[src/rtl/rc4_pkg.sv]
// Shared types and constants for the RC4 key search controller slice.
package rc4_pkg;

  localparam int KEY_WIDTH    = 24;
  localparam int S_ADDR_WIDTH = 8;
  localparam int S_DATA_WIDTH = 8;

  typedef enum logic [3:0] {
    IDLE,
    INIT_GO,
    INIT_WAIT,
    SHUF_GO,
    SHUF_WAIT,
    DEC_GO,
    DEC_WAIT,
    NEXT_KEY,
    DONE
  } rc4_ctrl_state_t;

  typedef enum logic [1:0] {
    PH_NONE,
    PH_INIT,
    PH_SHUF,
    PH_DEC
  } rc4_phase_t;

  // Which engine owns the S port in a given controller state.
  function automatic rc4_phase_t phase_of(input rc4_ctrl_state_t st);
    case (st)
      INIT_GO, INIT_WAIT: phase_of = PH_INIT;
      SHUF_GO, SHUF_WAIT: phase_of = PH_SHUF;
      DEC_GO, DEC_WAIT:   phase_of = PH_DEC;
      default:            phase_of = PH_NONE;
    endcase
  endfunction

endpackage

[src/rtl/rc4_key_search_ctrl_if.sv]
// Handshake and S-memory bus between the key search controller and its phase engines.
interface rc4_key_search_ctrl_if
  import rc4_pkg::*;
#(
  parameter int KEY_WIDTH  = rc4_pkg::KEY_WIDTH,
  parameter int ADDR_WIDTH = rc4_pkg::S_ADDR_WIDTH,
  parameter int DATA_WIDTH = rc4_pkg::S_DATA_WIDTH
) ();

  logic                  start;
  logic                  busy;
  logic                  done;
  logic                  found;
  logic [KEY_WIDTH-1:0]  key;

  logic                  init_start;
  logic                  shuffle_start;
  logic                  decrypt_start;
  logic                  init_fin;
  logic                  shuffle_fin;
  logic                  decrypt_fin;
  logic                  decrypt_valid;

  logic [ADDR_WIDTH-1:0] init_addr;
  logic [ADDR_WIDTH-1:0] shuffle_addr;
  logic [ADDR_WIDTH-1:0] decrypt_addr;
  logic [DATA_WIDTH-1:0] init_wdata;
  logic [DATA_WIDTH-1:0] shuffle_wdata;
  logic [DATA_WIDTH-1:0] decrypt_wdata;
  logic                  init_wren;
  logic                  shuffle_wren;
  logic                  decrypt_wren;

  logic [ADDR_WIDTH-1:0] s_addr;
  logic [DATA_WIDTH-1:0] s_wdata;
  logic                  s_wren;

  // Controller side.
  modport master (
    input  start, init_fin, shuffle_fin, decrypt_fin, decrypt_valid,
           init_addr, shuffle_addr, decrypt_addr,
           init_wdata, shuffle_wdata, decrypt_wdata,
           init_wren, shuffle_wren, decrypt_wren,
    output busy, done, found, key,
           init_start, shuffle_start, decrypt_start,
           s_addr, s_wdata, s_wren
  );

  // Engine / host side.
  modport slave (
    output start, init_fin, shuffle_fin, decrypt_fin, decrypt_valid,
           init_addr, shuffle_addr, decrypt_addr,
           init_wdata, shuffle_wdata, decrypt_wdata,
           init_wren, shuffle_wren, decrypt_wren,
    input  busy, done, found, key,
           init_start, shuffle_start, decrypt_start,
           s_addr, s_wdata, s_wren
  );

endinterface

[src/rtl/s_mem_port_mux.sv]
// 3:1 S-memory port mux; the selected phase engine drives the single S port,
// and with no owner the port is parked at zero so nothing is written.
module s_mem_port_mux
  import rc4_pkg::*;
#(
  parameter int ADDR_WIDTH = rc4_pkg::S_ADDR_WIDTH,
  parameter int DATA_WIDTH = rc4_pkg::S_DATA_WIDTH
) (
  input  rc4_phase_t            phase_i,
  input  logic [ADDR_WIDTH-1:0] init_addr_i,
  input  logic [DATA_WIDTH-1:0] init_wdata_i,
  input  logic                  init_wren_i,
  input  logic [ADDR_WIDTH-1:0] shuffle_addr_i,
  input  logic [DATA_WIDTH-1:0] shuffle_wdata_i,
  input  logic                  shuffle_wren_i,
  input  logic [ADDR_WIDTH-1:0] decrypt_addr_i,
  input  logic [DATA_WIDTH-1:0] decrypt_wdata_i,
  input  logic                  decrypt_wren_i,
  output logic [ADDR_WIDTH-1:0] s_addr_o,
  output logic [DATA_WIDTH-1:0] s_wdata_o,
  output logic                  s_wren_o
);

  // Route the owning engine's request to the S port.
  always_comb begin
    s_addr_o  = '0;
    s_wdata_o = '0;
    s_wren_o  = 1'b0;
    case (phase_i)
      PH_INIT: begin
        s_addr_o  = init_addr_i;
        s_wdata_o = init_wdata_i;
        s_wren_o  = init_wren_i;
      end
      PH_SHUF: begin
        s_addr_o  = shuffle_addr_i;
        s_wdata_o = shuffle_wdata_i;
        s_wren_o  = shuffle_wren_i;
      end
      PH_DEC: begin
        s_addr_o  = decrypt_addr_i;
        s_wdata_o = decrypt_wdata_i;
        s_wren_o  = decrypt_wren_i;
      end
      default: ;
    endcase
  end

endmodule

[src/rtl/rc4_key_search_ctrl.sv]
// RC4 brute-force key search scheduler: walks candidate keys from KEY_START to
// KEY_END, running init, shuffle and decrypt on the shared S memory per key,
// and stops on the first key that decrypt reports as valid.
module rc4_key_search_ctrl #(
  parameter int                   KEY_WIDTH  = rc4_pkg::KEY_WIDTH,
  parameter logic [KEY_WIDTH-1:0] KEY_START  = '0,
  parameter logic [KEY_WIDTH-1:0] KEY_END    = KEY_WIDTH'(24'h3FFFFF),
  parameter int                   ADDR_WIDTH = rc4_pkg::S_ADDR_WIDTH,
  parameter int                   DATA_WIDTH = rc4_pkg::S_DATA_WIDTH
) (
  input logic                  clk,
  input logic                  reset,
  rc4_key_search_ctrl_if.master bus
);

  import rc4_pkg::*;

  rc4_ctrl_state_t      state_q, state_d;
  logic [KEY_WIDTH-1:0] key_q, key_d;
  logic                 found_q, found_d;

  // State, key and result registers; synchronous reset aborts any search.
  always_ff @(posedge clk) begin
    if (reset) begin
      state_q <= IDLE;
      key_q   <= KEY_START;
      found_q <= 1'b0;
    end else begin
      state_q <= state_d;
      key_q   <= key_d;
      found_q <= found_d;
    end
  end

  // Phase sequencing and key advance; fin pulses only count in their own WAIT state.
  always_comb begin
    state_d = state_q;
    key_d   = key_q;
    found_d = found_q;
    case (state_q)
      IDLE: begin
        if (bus.start) begin
          state_d = INIT_GO;
          key_d   = KEY_START;
          found_d = 1'b0;
        end
      end
      INIT_GO:   state_d = INIT_WAIT;
      INIT_WAIT: if (bus.init_fin) state_d = SHUF_GO;
      SHUF_GO:   state_d = SHUF_WAIT;
      SHUF_WAIT: if (bus.shuffle_fin) state_d = DEC_GO;
      DEC_GO:    state_d = DEC_WAIT;
      DEC_WAIT: begin
        if (bus.decrypt_fin) begin
          if (bus.decrypt_valid) begin
            state_d = DONE;
            found_d = 1'b1;
          end else if (key_q == KEY_END) begin
            state_d = DONE;
            found_d = 1'b0;
          end else begin
            state_d = NEXT_KEY;
          end
        end
      end
      NEXT_KEY: begin
        key_d   = key_q + KEY_WIDTH'(1);
        state_d = INIT_GO;
      end
      DONE: begin
        if (bus.start) begin
          state_d = INIT_GO;
          key_d   = KEY_START;
          found_d = 1'b0;
        end
      end
      default: state_d = IDLE;
    endcase
  end

  // Launch pulses and status are pure decodes of the registered state, so the
  // GO states (one cycle each) give single-cycle start pulses.
  assign bus.init_start    = (state_q == INIT_GO);
  assign bus.shuffle_start = (state_q == SHUF_GO);
  assign bus.decrypt_start = (state_q == DEC_GO);
  assign bus.busy          = (state_q != IDLE) && (state_q != DONE);
  assign bus.done          = (state_q == DONE);
  assign bus.found         = found_q;
  assign bus.key           = key_q;

  s_mem_port_mux #(
    .ADDR_WIDTH (ADDR_WIDTH),
    .DATA_WIDTH (DATA_WIDTH)
  ) u_mux (
    .phase_i         (phase_of(state_q)),
    .init_addr_i     (bus.init_addr),
    .init_wdata_i    (bus.init_wdata),
    .init_wren_i     (bus.init_wren),
    .shuffle_addr_i  (bus.shuffle_addr),
    .shuffle_wdata_i (bus.shuffle_wdata),
    .shuffle_wren_i  (bus.shuffle_wren),
    .decrypt_addr_i  (bus.decrypt_addr),
    .decrypt_wdata_i (bus.decrypt_wdata),
    .decrypt_wren_i  (bus.decrypt_wren),
    .s_addr_o        (bus.s_addr),
    .s_wdata_o       (bus.s_wdata),
    .s_wren_o        (bus.s_wren)
  );

endmodule

[src/flat_wrapper.sv]
// flat-port wrapper written by rule: the top's interface ports become plain ports
module rc4_key_search_ctrl_flat import rc4_pkg::*;
#(
  parameter int                   KEY_WIDTH  = rc4_pkg::KEY_WIDTH,
  parameter logic [KEY_WIDTH-1:0] KEY_START  = '0,
  parameter logic [KEY_WIDTH-1:0] KEY_END    = KEY_WIDTH'(24'h3FFFFF),
  parameter int                   ADDR_WIDTH = rc4_pkg::S_ADDR_WIDTH,
  parameter int                   DATA_WIDTH = rc4_pkg::S_DATA_WIDTH
)
  (clk, reset, bus_start, bus_init_fin, bus_shuffle_fin, bus_decrypt_fin, bus_decrypt_valid, bus_init_addr, bus_shuffle_addr, bus_decrypt_addr, bus_init_wdata, bus_shuffle_wdata, bus_decrypt_wdata, bus_init_wren, bus_shuffle_wren, bus_decrypt_wren, bus_busy, bus_done, bus_found, bus_key, bus_init_start, bus_shuffle_start, bus_decrypt_start, bus_s_addr, bus_s_wdata, bus_s_wren);
  rc4_key_search_ctrl_if #(.KEY_WIDTH(KEY_WIDTH), .ADDR_WIDTH(ADDR_WIDTH), .DATA_WIDTH(DATA_WIDTH)) bus_i ();
  input logic clk;
  input logic reset;
  input wire logic [$bits(bus_i.start)-1:0] bus_start;
  input wire logic [$bits(bus_i.init_fin)-1:0] bus_init_fin;
  input wire logic [$bits(bus_i.shuffle_fin)-1:0] bus_shuffle_fin;
  input wire logic [$bits(bus_i.decrypt_fin)-1:0] bus_decrypt_fin;
  input wire logic [$bits(bus_i.decrypt_valid)-1:0] bus_decrypt_valid;
  input wire logic [$bits(bus_i.init_addr)-1:0] bus_init_addr;
  input wire logic [$bits(bus_i.shuffle_addr)-1:0] bus_shuffle_addr;
  input wire logic [$bits(bus_i.decrypt_addr)-1:0] bus_decrypt_addr;
  input wire logic [$bits(bus_i.init_wdata)-1:0] bus_init_wdata;
  input wire logic [$bits(bus_i.shuffle_wdata)-1:0] bus_shuffle_wdata;
  input wire logic [$bits(bus_i.decrypt_wdata)-1:0] bus_decrypt_wdata;
  input wire logic [$bits(bus_i.init_wren)-1:0] bus_init_wren;
  input wire logic [$bits(bus_i.shuffle_wren)-1:0] bus_shuffle_wren;
  input wire logic [$bits(bus_i.decrypt_wren)-1:0] bus_decrypt_wren;
  output wire logic [$bits(bus_i.busy)-1:0] bus_busy;
  output wire logic [$bits(bus_i.done)-1:0] bus_done;
  output wire logic [$bits(bus_i.found)-1:0] bus_found;
  output wire logic [$bits(bus_i.key)-1:0] bus_key;
  output wire logic [$bits(bus_i.init_start)-1:0] bus_init_start;
  output wire logic [$bits(bus_i.shuffle_start)-1:0] bus_shuffle_start;
  output wire logic [$bits(bus_i.decrypt_start)-1:0] bus_decrypt_start;
  output wire logic [$bits(bus_i.s_addr)-1:0] bus_s_addr;
  output wire logic [$bits(bus_i.s_wdata)-1:0] bus_s_wdata;
  output wire logic [$bits(bus_i.s_wren)-1:0] bus_s_wren;
  assign bus_i.start = bus_start;
  assign bus_i.init_fin = bus_init_fin;
  assign bus_i.shuffle_fin = bus_shuffle_fin;
  assign bus_i.decrypt_fin = bus_decrypt_fin;
  assign bus_i.decrypt_valid = bus_decrypt_valid;
  assign bus_i.init_addr = bus_init_addr;
  assign bus_i.shuffle_addr = bus_shuffle_addr;
  assign bus_i.decrypt_addr = bus_decrypt_addr;
  assign bus_i.init_wdata = bus_init_wdata;
  assign bus_i.shuffle_wdata = bus_shuffle_wdata;
  assign bus_i.decrypt_wdata = bus_decrypt_wdata;
  assign bus_i.init_wren = bus_init_wren;
  assign bus_i.shuffle_wren = bus_shuffle_wren;
  assign bus_i.decrypt_wren = bus_decrypt_wren;
  assign bus_busy = bus_i.busy;
  assign bus_done = bus_i.done;
  assign bus_found = bus_i.found;
  assign bus_key = bus_i.key;
  assign bus_init_start = bus_i.init_start;
  assign bus_shuffle_start = bus_i.shuffle_start;
  assign bus_decrypt_start = bus_i.decrypt_start;
  assign bus_s_addr = bus_i.s_addr;
  assign bus_s_wdata = bus_i.s_wdata;
  assign bus_s_wren = bus_i.s_wren;
  rc4_key_search_ctrl #(.KEY_WIDTH(KEY_WIDTH), .KEY_START(KEY_START), .KEY_END(KEY_END), .ADDR_WIDTH(ADDR_WIDTH), .DATA_WIDTH(DATA_WIDTH)) u_core (.clk(clk), .reset(reset), .bus(bus_i));
endmodule
[config.mk]
export PLATFORM = sky130hd
export DESIGN_NAME = rc4_key_search_ctrl_flat
export DESIGN_NICKNAME = d
export VERILOG_FILES = /design/src/rtl/rc4_pkg.sv /design/src/rtl/rc4_key_search_ctrl_if.sv /design/src/rtl/s_mem_port_mux.sv /design/src/rtl/rc4_key_search_ctrl.sv /design/src/flat_wrapper.sv
export SDC_FILE = /design/constraint.sdc
export NUM_CORES = 1
export LEC_CHECK = 0
export BUFFER_PORTS_ARGS = -buffer_cell sky130_fd_sc_hd__buf_2
export CORE_ASPECT_RATIO = 0.5
export CORE_MARGIN = 4
export CORE_UTILIZATION = 45
export CTS_CLUSTER_SIZE = 24
export DETAILED_ROUTE_END_ITERATION = 8
export GPL_ROUTABILITY_DRIVEN = 0
export PLACE_DENSITY = 0.82
export SLEW_MARGIN = 10
export SYNTH_ARGS = -nofsm -noshare
export SYNTH_HDL_FRONTEND = slang
export SYNTH_HIERARCHICAL = 1
export SYNTH_SLANG_ARGS = --single-unit
export TNS_END_PERCENT = 50
[constraint.sdc]
create_clock -name clk -period 3.2 [get_ports clk]
set_input_delay 0.16 -clock clk [delete_from_list [all_inputs] [get_ports clk]]
set_output_delay 0.16 -clock clk [all_outputs]
set_load 0.02 [all_outputs]
### Yosys cells after proc, flatten, opt, wreduce, memory -nomap -nowiden

Cells that the tools add are included.

* $add $sub $neg: 1
* equality and inequality tests: 18
* mux-type cells: 18
* reductions and logical operators: 12

Operators by type and width (count)
* $pmux W24 S2: 1
* $pmux W8 S3: 2
* $pmux W4 S8: 1
* $add A24 B1 Y24 const B: 1
* $eq A24 B22 Y1 const B: 1
* $mux W24: 1
* $mux W4: 6
* $eq A4 B3 Y1 const B: 4
* $eq A4 B2 Y1 const B: 2
* $reduce_and A4 Y1: 2
* $reduce_or A2 Y1: 4
* $ne A2 B2 Y1 const B: 3
* $pmux W2 S3: 1
* $eq A2 B2 Y1 const B: 2
* $eq A4 B1 Y1 const B: 1
* $eq A4 B4 Y1 const B: 1
* $logic_not A4 Y1: 1
* $mux W1: 4
* $ne A4 B4 Y1 const B: 1
* $reduce_bool A2 Y1: 2
* $reduce_bool A4 Y1: 1
* $ne A3 B2 Y1 const B: 1
* $pmux W1 S3: 1
* $eq A2 B1 Y1 const B: 1
* other kinds (4): 4

* bits in registers: 29
* output and inout bits: 47
* word-level logic and storage cells: 52

### Logic depth before layout (Yosys ltp)

* depth after elaboration: 5
* gate-level depth with buffers: 9

### Hierarchy

Netlist, hierarchy kept.

Modules (own cells, without submodules)
* rc4_key_search_ctrl: times used 1, cells an instance 182, area an instance 1555.2 sq um, sequential area each 580.6 sq um
* s_mem_port_mux: times used 1, cells an instance 41, area an instance 454.2 sq um, sequential area each 0.0 sq um

### Worst setup path before layout

No wires, ideal clock.

* path kind: register to output
* start: register u_core.state_q[1]
* end: output port bus_s_addr[4]
* arrival time: 1.885 ns
* path slack: 1.155 ns
* stages on the path, launching flop included: 8
* buffers on the path: 3
* path through: dfxtp_1 -> clkbuf_1 -> nand3_1 -> a21oi_1 -> buf_6 -> buf_12 -> mux2_4 -> a22o_1

* longest elaborated chain between the ends: 5
* elaborated cells on any way between the ends: 14
* those cells by class: eq/ne: 9; mux: 2; reduce/logical: 3

Ends and longest elaborated chain
* from (decl): line rc4_key_search_ctrl.sv:18 `rc4_ctrl_state_t state_q, state_d;`
* from (signal assigned): line rc4_key_search_ctrl.sv:29 `state_q <= state_d;`
* $eq A4 B3 Y1, or another cell as far along: line rc4_pkg.sv:29 `case (st)`
* $reduce_or A2 Y1: line rc4_pkg.sv:29
* $pmux W2 S3 (*): line rc4_pkg.sv:29
* $eq A2 B2 Y1 / $eq A2 B1 Y1 (equally long branches): line s_mem_port_mux.sv:29 `case (phase_i)`
* $pmux W8 S3 (*): line s_mem_port_mux.sv:29
* to (decl): line flat_wrapper.sv:35 `output wire logic [$bits(bus_i.s_addr)-1:0] bus_s_addr;`

Mark *: on every way between the ends. The rest lies on a longest branch, timed or not.

### Final worst setup path

* start: register u_core.state_q[1]
* end: output port bus_s_wdata[4]

* longest elaborated chain between the ends: 5
* elaborated cells on any way between the ends: 14
* those cells by class: eq/ne: 9; mux: 2; reduce/logical: 3

Ends and longest elaborated chain
* $eq A4 B3 Y1, or another cell as far along: line rc4_pkg.sv:29
* $reduce_or A2 Y1: line rc4_pkg.sv:29
* $pmux W2 S3 (*): line rc4_pkg.sv:29
* $eq A2 B2 Y1 / $eq A2 B1 Y1 (equally long branches): line s_mem_port_mux.sv:29
* $pmux W8 S3 (*): line s_mem_port_mux.sv:29
* to (decl): line flat_wrapper.sv:36 `output wire logic [$bits(bus_i.s_wdata)-1:0] bus_s_wdata;`

Marks and branches as above.

==> metrics <==
number of max-cap violations=0; Post-Layout Cell Count=376; Seq/Total Area, Yosys=0.289; layout cell share with drive strength beyond 1=0.447; unrepaired setup endpoints after global routing=no; P&R area growth vs syn=29.6%; top-area cell type share of the netlist area=0.289; vias=2036; synthesized area=2010 um^2; CORE AREA=4100 um^2; Synth Net Count=282; Slew @ Worst Pin=593 ps; hold slack=136 ps; post-synthesis adder-cell area fraction=0.00623; clk_lat worst skew=270 ps; leading area contributor after synthesis=dfxtp_1; CP Max Fanout=16; global route total overflow=0; Post-Route Utilization=0.634; Critical Path Sink Type=primary output; CTS clk-pin slew, worst paths=50 ps; Post-synth top cells=dfxtp_1, nor2_1, a22o_1; Ant. Diodes=0; H-tree Lvls=2; final hold violation count=0; setup ws final=433 ps; crit-path cells=nand3_1 > a21oi_2 > buf_4 > mux2_4 > a22o_1 > buf_2; # clock sinks=29; ranking of synthesized cells by area=dfxtp_1, mux2_4, a22o_1; type of the most critical hold path=in -> reg; placed insts=369; kind of critical path=reg -> out; Die Footprint=5660 um^2; Ys Warns=6; Yosys reg bits=29; Cell Area, Placed=2520 um^2; combinational family with the most area after synthesis=simple AND/OR/NAND/NOR gates; I/O Buffers=104; vias in the first global route=1917; period utilization=0.865; Peak VDD IR=302 uV; Post-CTS Resized=0; Compound-Gate Fraction of Synth Area=0.141; Critical Path Source Type=flip-flop; Slowest Stage Delay on Critical Path=690 ps; power per cell area=689 nW/um^2; clk buf depth=2; Setup Buffers After CTS=0; family with the most delay on the worst path=flip-flops; Routed Antenna Nets=0; simple logic cell fraction of the synthesized area=0.285; LEAKAGE=1.16 nW; TritonCTS clock tree=built; GRT Total Usage=0.185; Min-Delay Path Depth=2; DP Worst Slack=756 ps; Final Skew=2.99 ps; post-layout power=1.79 mW; Worst Path Arrival=2610 ps; post-synth cell types=47; final setup fails=0; Initial Utilization=0.490; 1st-iter DRT viols=85; CTS Hold Bufs=0; CP Buf/Inv Count=2; run status=complete, no violations; ys async rst share=0; Synth Area per Inst=9.01 um^2; largest net degree at the start of global routing=25; relative slew slack=0.604; Finished Cell Area=2600 um^2; initial antenna violation count=0; Worst Reg-to-Reg Cells=5; Synth Flop Type=dfxtp_1; EDFF count, synth=0; Final min period=2770 ps; Final HPWL DP=4330 um; DRC viols=0; Peak Freq=0.361 GHz; Num CTS Buffers=5; I/O Pins=105; Mapped Cells=223; First-pass DRT Iterations=4; global-route wire length before repair=8840 um; fin nets=381; Rows=16; die height=55.3 um; setup total negative slack=0 ps; DRT Wirelength=5580 um; WP data required=3040 ps; clk root buf=clkbuf_8; WP depth=6; Slew Limit Fails=0; post-synthesis mux area share=0.119; Max stage delay cell, worst path=dfxtp_1; Wirelength per Cell=14.8 um; routed vias/inst=5.41; Post-Synth XOR/XNOR Area=0.100; die width=103 um
## worst register-to-register path, stage by stage (launching register included)
cell and delay [ps]:
dfxtp_1 690, and4b_1 500, nor2_2 170, nor4_1 410
xnor2_1 170, nor2_1 60
## area by class of cell
type | count | area, um^2
Inverter | 6 | 22.5
Clock buffer | 7 | 86.3
Multi-Input combinational cell | 174 | 1310
Timing Repair Buffer | 106 | 536
Fill cell | 364 | 1500
Sequential cell | 29 | 581
Tap cell | 54 | 67.6
## path summary, 6_finish.rpt
check	start	endpoint	slack, ps
worst max-delay path	u_core/state_q[1]	bus_s_wdata[4]	430
worst min-delay path	reset	u_core/bus.key[1]	140
worst max register to register	u_core/state_q[1]	u_core/bus.key[12]	1070
worst min register to register	u_core/bus.found	u_core/bus.found	500
## state kept, by name, summed over array words and instances, names as in the netlist
register	count
u_core/bus.found	1
u_core/bus.key	24
u_core/state_q	4
## where the power goes
group          internal, mW  switching (mW)
sequential            0.377          0.0689
combinational         0.448           0.606
clock                 0.170           0.123
total                 0.996           0.798
## per-layer routing
layer / global-route usage / vias to the layer above / share of wire
li1: - / 1001 / -
met2: 0.339 / 81 / 0.49
met3: 0.0364 / 5 / 0.086
met4: 0.0523 / 0 / 0.0070
met1: 0.217 / 949 / 0.41
met5: 0 / - / 0
## cell families (layout without fill, tap and decap cells)
kind of cell	after synthesis	after routing
adders and majority gates	1	1
and+or+nand+nor	98	98
xor gates and xnor gates	23	23
buffers and inverters	20	119
muxes	18	18
DFF	29	29
AOI/OAI and AO/OA	34	34
## cells in the final DEF (no fill, tap or decap), types with 8 or more instances in the layout
| cell | count |
|---|---|
| dfxtp_1 | 29 |
| nor2_1 | 29 |
| xnor2_1 | 15 |
| nand2_1 | 11 |
| buf_2 | 104 |
| mux2_4 | 10 |
| a22o_1 | 17 |
| xor2_1 | 8 |
| nor3_1 | 12 |
| nand3_1 | 11 |
No activity file was read; power rests on OpenSTA's default activity.
